==> src/rtl/key_pkg.sv <==
// Shared types and default timing constants for the key event controller.
package key_pkg;

  // Event kinds; the value doubles as the bit index in per-channel event vectors.
  typedef enum logic [1:0] {
    EV_PRESS   = 2'd0,
    EV_RELEASE = 2'd1,
    EV_LONG    = 2'd2,
    EV_REPEAT  = 2'd3
  } key_event_e;

  localparam int unsigned NUM_EVENTS = 4;

  // Reference system clock for the default timing constants.
  localparam int unsigned CLK_HZ = 100_000_000;

  // Milliseconds to clock cycles at CLK_HZ.
  function automatic int unsigned ms_to_cycles(input int unsigned ms);
    return ms * (CLK_HZ / 1000);
  endfunction

  localparam int unsigned DEF_DEBOUNCE_CYCLES = ms_to_cycles(10);
  localparam int unsigned DEF_LONG_CYCLES     = ms_to_cycles(1000);
  localparam int unsigned DEF_REPEAT_CYCLES   = ms_to_cycles(200);

endpackage

==> src/rtl/key_event_chan.sv <==
// One key channel: synchroniser, debouncer, hold/repeat timing and
// registered event pulses. Events are produced in an internal stage and
// then registered once more onto the outputs.
module key_event_chan
  import key_pkg::*;
#(
  parameter bit          ACTIVE_LOW      = 1'b1,
  parameter int unsigned DEBOUNCE_CYCLES = DEF_DEBOUNCE_CYCLES,
  parameter int unsigned LONG_CYCLES     = DEF_LONG_CYCLES,
  parameter int unsigned REPEAT_CYCLES   = DEF_REPEAT_CYCLES,
  parameter bit          REPEAT_EN       = 1'b1
) (
  input  logic                  clk,
  input  logic                  rst_n,
  input  logic                  key_raw_i,
  output logic                  down_o,
  output logic [NUM_EVENTS-1:0] event_o,
  output logic                  event_any_o
);

  localparam int DEB_W  = $clog2(DEBOUNCE_CYCLES + 1);
  localparam int HOLD_W = $clog2(LONG_CYCLES + 1);
  localparam int REP_W  = $clog2(REPEAT_CYCLES + 1);

  localparam logic [DEB_W-1:0]  DEB_LAST  = DEB_W'(DEBOUNCE_CYCLES - 1);
  localparam logic [HOLD_W-1:0] HOLD_LAST = HOLD_W'(LONG_CYCLES - 1);
  localparam logic [HOLD_W-1:0] HOLD_MAX  = HOLD_W'(LONG_CYCLES);
  localparam logic [REP_W-1:0]  REP_LAST  = REP_W'(REPEAT_CYCLES - 1);

  // Raw pin normalised so that 1 always means pressed.
  logic key_norm;
  assign key_norm = ACTIVE_LOW ? ~key_raw_i : key_raw_i;

  logic                  sync1_q, sync2_q;
  logic                  state_q, state_d;
  logic [DEB_W-1:0]      deb_cnt_q, deb_cnt_d;
  logic [HOLD_W-1:0]     hold_cnt_q, hold_cnt_d;
  logic                  rep_phase_q, rep_phase_d;
  logic [REP_W-1:0]      rep_cnt_q, rep_cnt_d;
  logic [NUM_EVENTS-1:0] ev_q, ev_d;
  logic                  flip;
  logic                  down_q;
  logic [NUM_EVENTS-1:0] event_q;

  // Two-flop synchroniser; resets to the released level.
  always_ff @(posedge clk or negedge rst_n) begin
    if (!rst_n) begin
      sync1_q <= 1'b0;
      sync2_q <= 1'b0;
    end else begin
      sync1_q <= key_norm;
      sync2_q <= sync1_q;
    end
  end

  // Debounce, hold and repeat next-state; events raised here are one cycle wide.
  always_comb begin
    state_d     = state_q;
    deb_cnt_d   = deb_cnt_q;
    hold_cnt_d  = hold_cnt_q;
    rep_phase_d = rep_phase_q;
    rep_cnt_d   = rep_cnt_q;
    ev_d        = '0;
    flip        = 1'b0;

    // Any matching cycle restarts the count, so bounces never accumulate.
    if (sync2_q != state_q) begin
      if (deb_cnt_q == DEB_LAST) begin
        flip      = 1'b1;
        state_d   = sync2_q;
        deb_cnt_d = '0;
      end else begin
        deb_cnt_d = deb_cnt_q + 1'b1;
      end
    end else begin
      deb_cnt_d = '0;
    end

    // A flip takes priority, so a release swallows a long/repeat due the same cycle.
    if (flip) begin
      ev_d[EV_PRESS]   = ~state_q;
      ev_d[EV_RELEASE] = state_q;
      hold_cnt_d       = '0;
      rep_phase_d      = 1'b0;
      rep_cnt_d        = '0;
    end else if (state_q) begin
      if (!rep_phase_q) begin
        // The hold counter parks at its maximum once the long event fires,
        // and only a flip clears the repeat phase, so long fires once per press.
        if (hold_cnt_q == HOLD_LAST) begin
          ev_d[EV_LONG] = 1'b1;
          hold_cnt_d    = HOLD_MAX;
          rep_phase_d   = 1'b1;
          rep_cnt_d     = '0;
        end else if (hold_cnt_q != HOLD_MAX) begin
          hold_cnt_d = hold_cnt_q + 1'b1;
        end
      end else begin
        if (rep_cnt_q == REP_LAST) begin
          ev_d[EV_REPEAT] = REPEAT_EN;
          rep_cnt_d       = '0;
        end else begin
          rep_cnt_d = rep_cnt_q + 1'b1;
        end
      end
    end
  end

  // State stage: debounced level, counters and raw event flags.
  always_ff @(posedge clk or negedge rst_n) begin
    if (!rst_n) begin
      state_q     <= 1'b0;
      deb_cnt_q   <= '0;
      hold_cnt_q  <= '0;
      rep_phase_q <= 1'b0;
      rep_cnt_q   <= '0;
      ev_q        <= '0;
    end else begin
      state_q     <= state_d;
      deb_cnt_q   <= deb_cnt_d;
      hold_cnt_q  <= hold_cnt_d;
      rep_phase_q <= rep_phase_d;
      rep_cnt_q   <= rep_cnt_d;
      ev_q        <= ev_d;
    end
  end

  // Output stage: level and pulses registered together.
  always_ff @(posedge clk or negedge rst_n) begin
    if (!rst_n) begin
      down_q  <= 1'b0;
      event_q <= '0;
    end else begin
      down_q  <= state_q;
      event_q <= ev_q;
    end
  end

  assign down_o      = down_q;
  assign event_o     = event_q;
  // Taken from the state stage so the top can register the OR in step with event_o.
  assign event_any_o = |ev_q;

endmodule

==> src/rtl/key_event_ctrl.sv <==
// Multi-channel key debouncer and event generator: one key_event_chan per
// key plus a registered any_event summary aligned with the pulse outputs.
module key_event_ctrl
  import key_pkg::*;
#(
  parameter int unsigned NUM_KEYS        = 4,
  parameter bit          ACTIVE_LOW      = 1'b1,
  parameter int unsigned DEBOUNCE_CYCLES = DEF_DEBOUNCE_CYCLES,
  parameter int unsigned LONG_CYCLES     = DEF_LONG_CYCLES,
  parameter int unsigned REPEAT_CYCLES   = DEF_REPEAT_CYCLES,
  parameter bit          REPEAT_EN       = 1'b1
) (
  input  logic                clk,
  input  logic                rst_n,
  input  logic [NUM_KEYS-1:0] key_in,
  output logic [NUM_KEYS-1:0] key_down,
  output logic [NUM_KEYS-1:0] key_press,
  output logic [NUM_KEYS-1:0] key_release,
  output logic [NUM_KEYS-1:0] key_long,
  output logic [NUM_KEYS-1:0] key_repeat,
  output logic                any_event
);

  if (NUM_KEYS < 1 || NUM_KEYS > 32) begin : g_err_num_keys
    $error("key_event_ctrl: NUM_KEYS must be within 1..32");
  end
  if (DEBOUNCE_CYCLES < 2) begin : g_err_debounce
    $error("key_event_ctrl: DEBOUNCE_CYCLES must be >= 2");
  end
  if (LONG_CYCLES < 1) begin : g_err_long
    $error("key_event_ctrl: LONG_CYCLES must be >= 1");
  end
  if (REPEAT_CYCLES < 1) begin : g_err_repeat
    $error("key_event_ctrl: REPEAT_CYCLES must be >= 1");
  end

  logic [NUM_EVENTS-1:0] chan_ev [NUM_KEYS];
  logic [NUM_KEYS-1:0]   chan_any;
  logic                  any_event_q;

  for (genvar g = 0; g < NUM_KEYS; g++) begin : g_chan
    key_event_chan #(
      .ACTIVE_LOW      (ACTIVE_LOW),
      .DEBOUNCE_CYCLES (DEBOUNCE_CYCLES),
      .LONG_CYCLES     (LONG_CYCLES),
      .REPEAT_CYCLES   (REPEAT_CYCLES),
      .REPEAT_EN       (REPEAT_EN)
    ) u_chan (
      .clk         (clk),
      .rst_n       (rst_n),
      .key_raw_i   (key_in[g]),
      .down_o      (key_down[g]),
      .event_o     (chan_ev[g]),
      .event_any_o (chan_any[g])
    );

    assign key_press[g]   = chan_ev[g][EV_PRESS];
    assign key_release[g] = chan_ev[g][EV_RELEASE];
    assign key_long[g]    = chan_ev[g][EV_LONG];
    assign key_repeat[g]  = chan_ev[g][EV_REPEAT];
  end

  // Summary flag registered on the same edge as the channel pulse outputs.
  always_ff @(posedge clk or negedge rst_n) begin
    if (!rst_n) begin
      any_event_q <= 1'b0;
    end else begin
      any_event_q <= |chan_any;
    end
  end

  assign any_event = any_event_q;

endmodule

==> config.mk <==
export PLATFORM = sky130hd
export DESIGN_NAME = key_event_ctrl
export DESIGN_NICKNAME = d
export VERILOG_FILES = /design/src/rtl/key_pkg.sv /design/src/rtl/key_event_chan.sv /design/src/rtl/key_event_ctrl.sv
export SDC_FILE = /design/constraint.sdc
export NUM_CORES = 1
export LEC_CHECK = 0
export BUFFER_PORTS_ARGS = -buffer_cell sky130_fd_sc_hd__buf_4
export CAP_MARGIN = 10
export CORE_ASPECT_RATIO = 0.5
export CORE_UTILIZATION = 31
export CTS_BUF_LIST = sky130_fd_sc_hd__clkbuf_8
export DETAILED_ROUTE_END_ITERATION = 7
export GPL_ROUTABILITY_DRIVEN = 0
export SETUP_SLACK_MARGIN = 0.3
export SYNTH_ARGS = -nofsm -noshare
export SYNTH_HDL_FRONTEND = slang
export SYNTH_SLANG_ARGS = --single-unit
==> constraint.sdc <==
create_clock -name clk -period 4.5 [get_ports clk]
set_input_delay 1.125 -clock clk [delete_from_list [all_inputs] [get_ports clk]]
set_output_delay 1.125 -clock clk [all_outputs]
set_load 0.03 [all_outputs]
==> flow_summary.yaml <==
sta:
  period_minus_slack_ps: 2844
  max_slew_margin_pct: 22.56
  rsz0062_at_grt: "false"
  setup_violations: 0
  fin_skew_ps: 28.99
  hold_violations: 0
  holdWs_ps: 349.1
  fin_crit_sh_pct: 63.20
  slew_viol_final: 0
  tightest_slew_ps: 1162
  fmax_ghz: 0.3516
  tns_ps: 0
cts:
  clockBufferDepth: 3
  root_buffer: "clkbuf_8"
  cts_tree: "done"
  cts_resized: 0
  cts_setup_buffers: 0
  numCtsBuffers: 53
  cts_sinks: 341
  clk_pin_slew_ps: 60
  htreeDepth: 2
  ctsHoldBuffers: 0
  clk-insertion-delay-late_ps: 620
floorplanning:
  fp-row-count: 61
  initial_utilization_pct: 31.47
  fp.coreArea_um2: 55720
  ios: 27
  die_h_um: 170.2
  fp.dieW_um: 338.4
  die-area_um2: 57580
place:
  post-dp-hpwl_um: 25710
  dpl.cell_count: 2642
  io_buffers: 26
run_status:
  outcome: "finished, final reports clean"
synth:
  yosysWarningCount: 0
  syn_inst: 1914
  synth_xor_area_share_pct: 5.544
  synthFlopType: "dfrtp_1"
  synth.distinct_cells: 66
  yosysTopAreaCell: "dfrtp_1"
  synth_compound_area_share_pct: 12.66
  synthArstFlopShare_pct: 100.0
  ys_ff_latch: 341
  seq_area_frac_synth_pct: 48.66
  synth_edf_count: 0
  synth.avg_cell_area_um2: 9.162
  synth_common_cells: "dfrtp_1, nor2_1, nand2_1, nand3_1, a21oi_1"
  synth_top_area_share_pct: 48.66
  syn-num-nets: 1936
  synthAdderAreaFrac_pct: 1.142
  muxShareOfSynthArea_pct: 1.192
  synth.area.top_cells: "dfrtp_1, nor2_1, nand3_1"
  synth_area_um2: 17540
  yosysMostFrequentCell: "dfrtp_1"
  synthSimpleGateAreaFrac_pct: 27.71
  synth_top_family_by_area: "simple AND/OR/NAND/NOR gates"
setup_path:
  path_max_fanout: 35
  arrival_ps: 3330
  r2r-start: "g_chan[0].u_chan.deb_cnt_q[10]"
  reg2regPathDepth: 7
  worst_setup_path_start_kind: "register"
  regToRegSetupSlack_ps: 1660
  cp.required_ps: 4990
  endpoint_kind: "register"
  criticalPathCategory: "reg -> reg"
  r2r_end: "g_chan[0].u_chan.rep_cnt_q[18]"
routing:
  drt_pass1_iterations: 5
  vias: 14263
  drt_iter0_drc: 1015
  wire_per_inst_um: 14.31
  drc: 0
  routed_wl_um: 39160
  via_per_inst: 5.213
  drtAntennaViolNets: 0
finish:
  drive_above_1_share_pct: 7.941
  multiInputGateArea_um2: 8506
  regArea_um2: 8533
  nFillCells: 5697
  nNetsFinal: 1963
  layoutNonFillerInstCount: 2736
  syn2layout_area_growth_pct: 12.48
min_path:
  hold_path.startpoint: "g_chan[2].u_chan.sync1_q"
  hold_path_class: "reg -> reg"
  whs_path_depth: 0
  whs_endpoint: "g_chan[2].u_chan.sync2_q"
pwr:
  powerDensity_nw_per_um2: 299.9
  p_leak_uw: 0.008217
  ir_drop_uv: 181.3
grt:
  grt_first_pass_wirelength_um: 66990
  antenna_found_initial: 1
  grt.overflow.total: 0
  grt_max_degree: 98
  grt_pass1_vias: 13520
  track_usage_pct: 13.60
run:
  maxCapViolations: 0
sequential cells by signal, summed over array words and instances (netlist names):
register,flops
g_chan.u_chan.sync2_q,4
g_chan.u_chan.down_o,4
g_chan.u_chan.rep_phase_q,4
g_chan.u_chan.hold_cnt_q,108
any_event,1
g_chan.u_chan.state_q,4
g_chan.u_chan.ev_q,16
g_chan.u_chan.rep_cnt_q,100
g_chan.u_chan.deb_cnt_q,80
g_chan.u_chan.sync1_q,4
g_chan.u_chan.event_o,16
power by group:
part	internal [uW]	total, uW	switching [uW]
Clock	1480	2720	1240
Combinational	22.8	105	81.9
Sequential	3080	3090	11.3
worst max path at each step:
stage | start | to | cells after the start
6_report | g_chan[0].u_chan.deb_cnt_q[10] | g_chan[0].u_chan.rep_cnt_q[18] | 7
5_1_grt | g_chan[0].u_chan.deb_cnt_q[7] | g_chan[0].u_chan.rep_cnt_q[18] | 7
4_1_cts | g_chan[1].u_chan.rep_cnt_q[0] | g_chan[1].u_chan.rep_cnt_q[24] | 7
3_5_place_dp | g_chan[1].u_chan.rep_cnt_q[0] | g_chan[1].u_chan.rep_cnt_q[15] | 7
3_3_place_gp | g_chan[1].u_chan.rep_cnt_q[0] | g_chan[1].u_chan.rep_cnt_q[15] | 7
2_1_floorplan | g_chan[2].u_chan.deb_cnt_q[0] | g_chan[2].u_chan.hold_cnt_q[19] | 9
through the flow:
stage	util [%]	setup slack (ps)	area (um2)	total power (uW)
floorplan	-	2008	17540	3171
global placement	33.43	1666	18630	3256
detailed placement	33.43	1669	18630	3258
CTS	35.39	1646	19720	6048
global route	35.40	1447	19720	6215
finish	35.40	1656	19720	5915
worst max-delay path, stage by stage (launching register included):
cell and delay [ps]:
dfrtp_1 420, nor4_1 310, nand4_1 210, nor4_4 280
buf_4 380, nand3b_1 660, o21ai_0 220, a22o_1 220
cell usage in the layout, fill, tap and decap left out, types with 19 or more instances in the layout:
cell type,synthesis,final
a21o_1,19,19
a21oi_1,99,98
a31oi_1,46,46
and3_1,50,50
and4_1,19,19
buf_4,4,49
clkbuf_8,0,62
dfrtp_1,341,341
inv_1,53,70
nand2_1,179,179
nand3_1,146,146
nand4_1,70,70
nor2_1,201,201
nor3_1,74,71
nor4_1,35,33
o21ai_0,83,83
or3_1,50,50
xnor2_1,37,37
xor2_1,74,74
cell families after synthesis:
group	Yosys count
and+or+nand+nor	940
AOI/OAI and AO/OA	352
DFF	341
buffers and inverters	134
xor gates and xnor gates	111
muxes	20
adders and majority gates	16
routing by layer:
metal / part of all wire, % / global-route usage (%)
met1: 49 / 18.47
met2: 46 / 22.20
met4: 1.7 / 3.836
met5: 0 / 0
met3: 3.7 / 2.446
final cells by class:
type / instances / area share (%)
multi-input combinational: 1439 / 43.12
inverter: 53 / 1.009
sequential: 341 / 43.26
antenna: 3 / 0.03806
tap: 756 / 4.796
clock buffer: 62 / 4.326
clock inverter: 29 / 1.199
timing repair buffer: 53 / 2.246
Power figures use the tool's default switching activity.
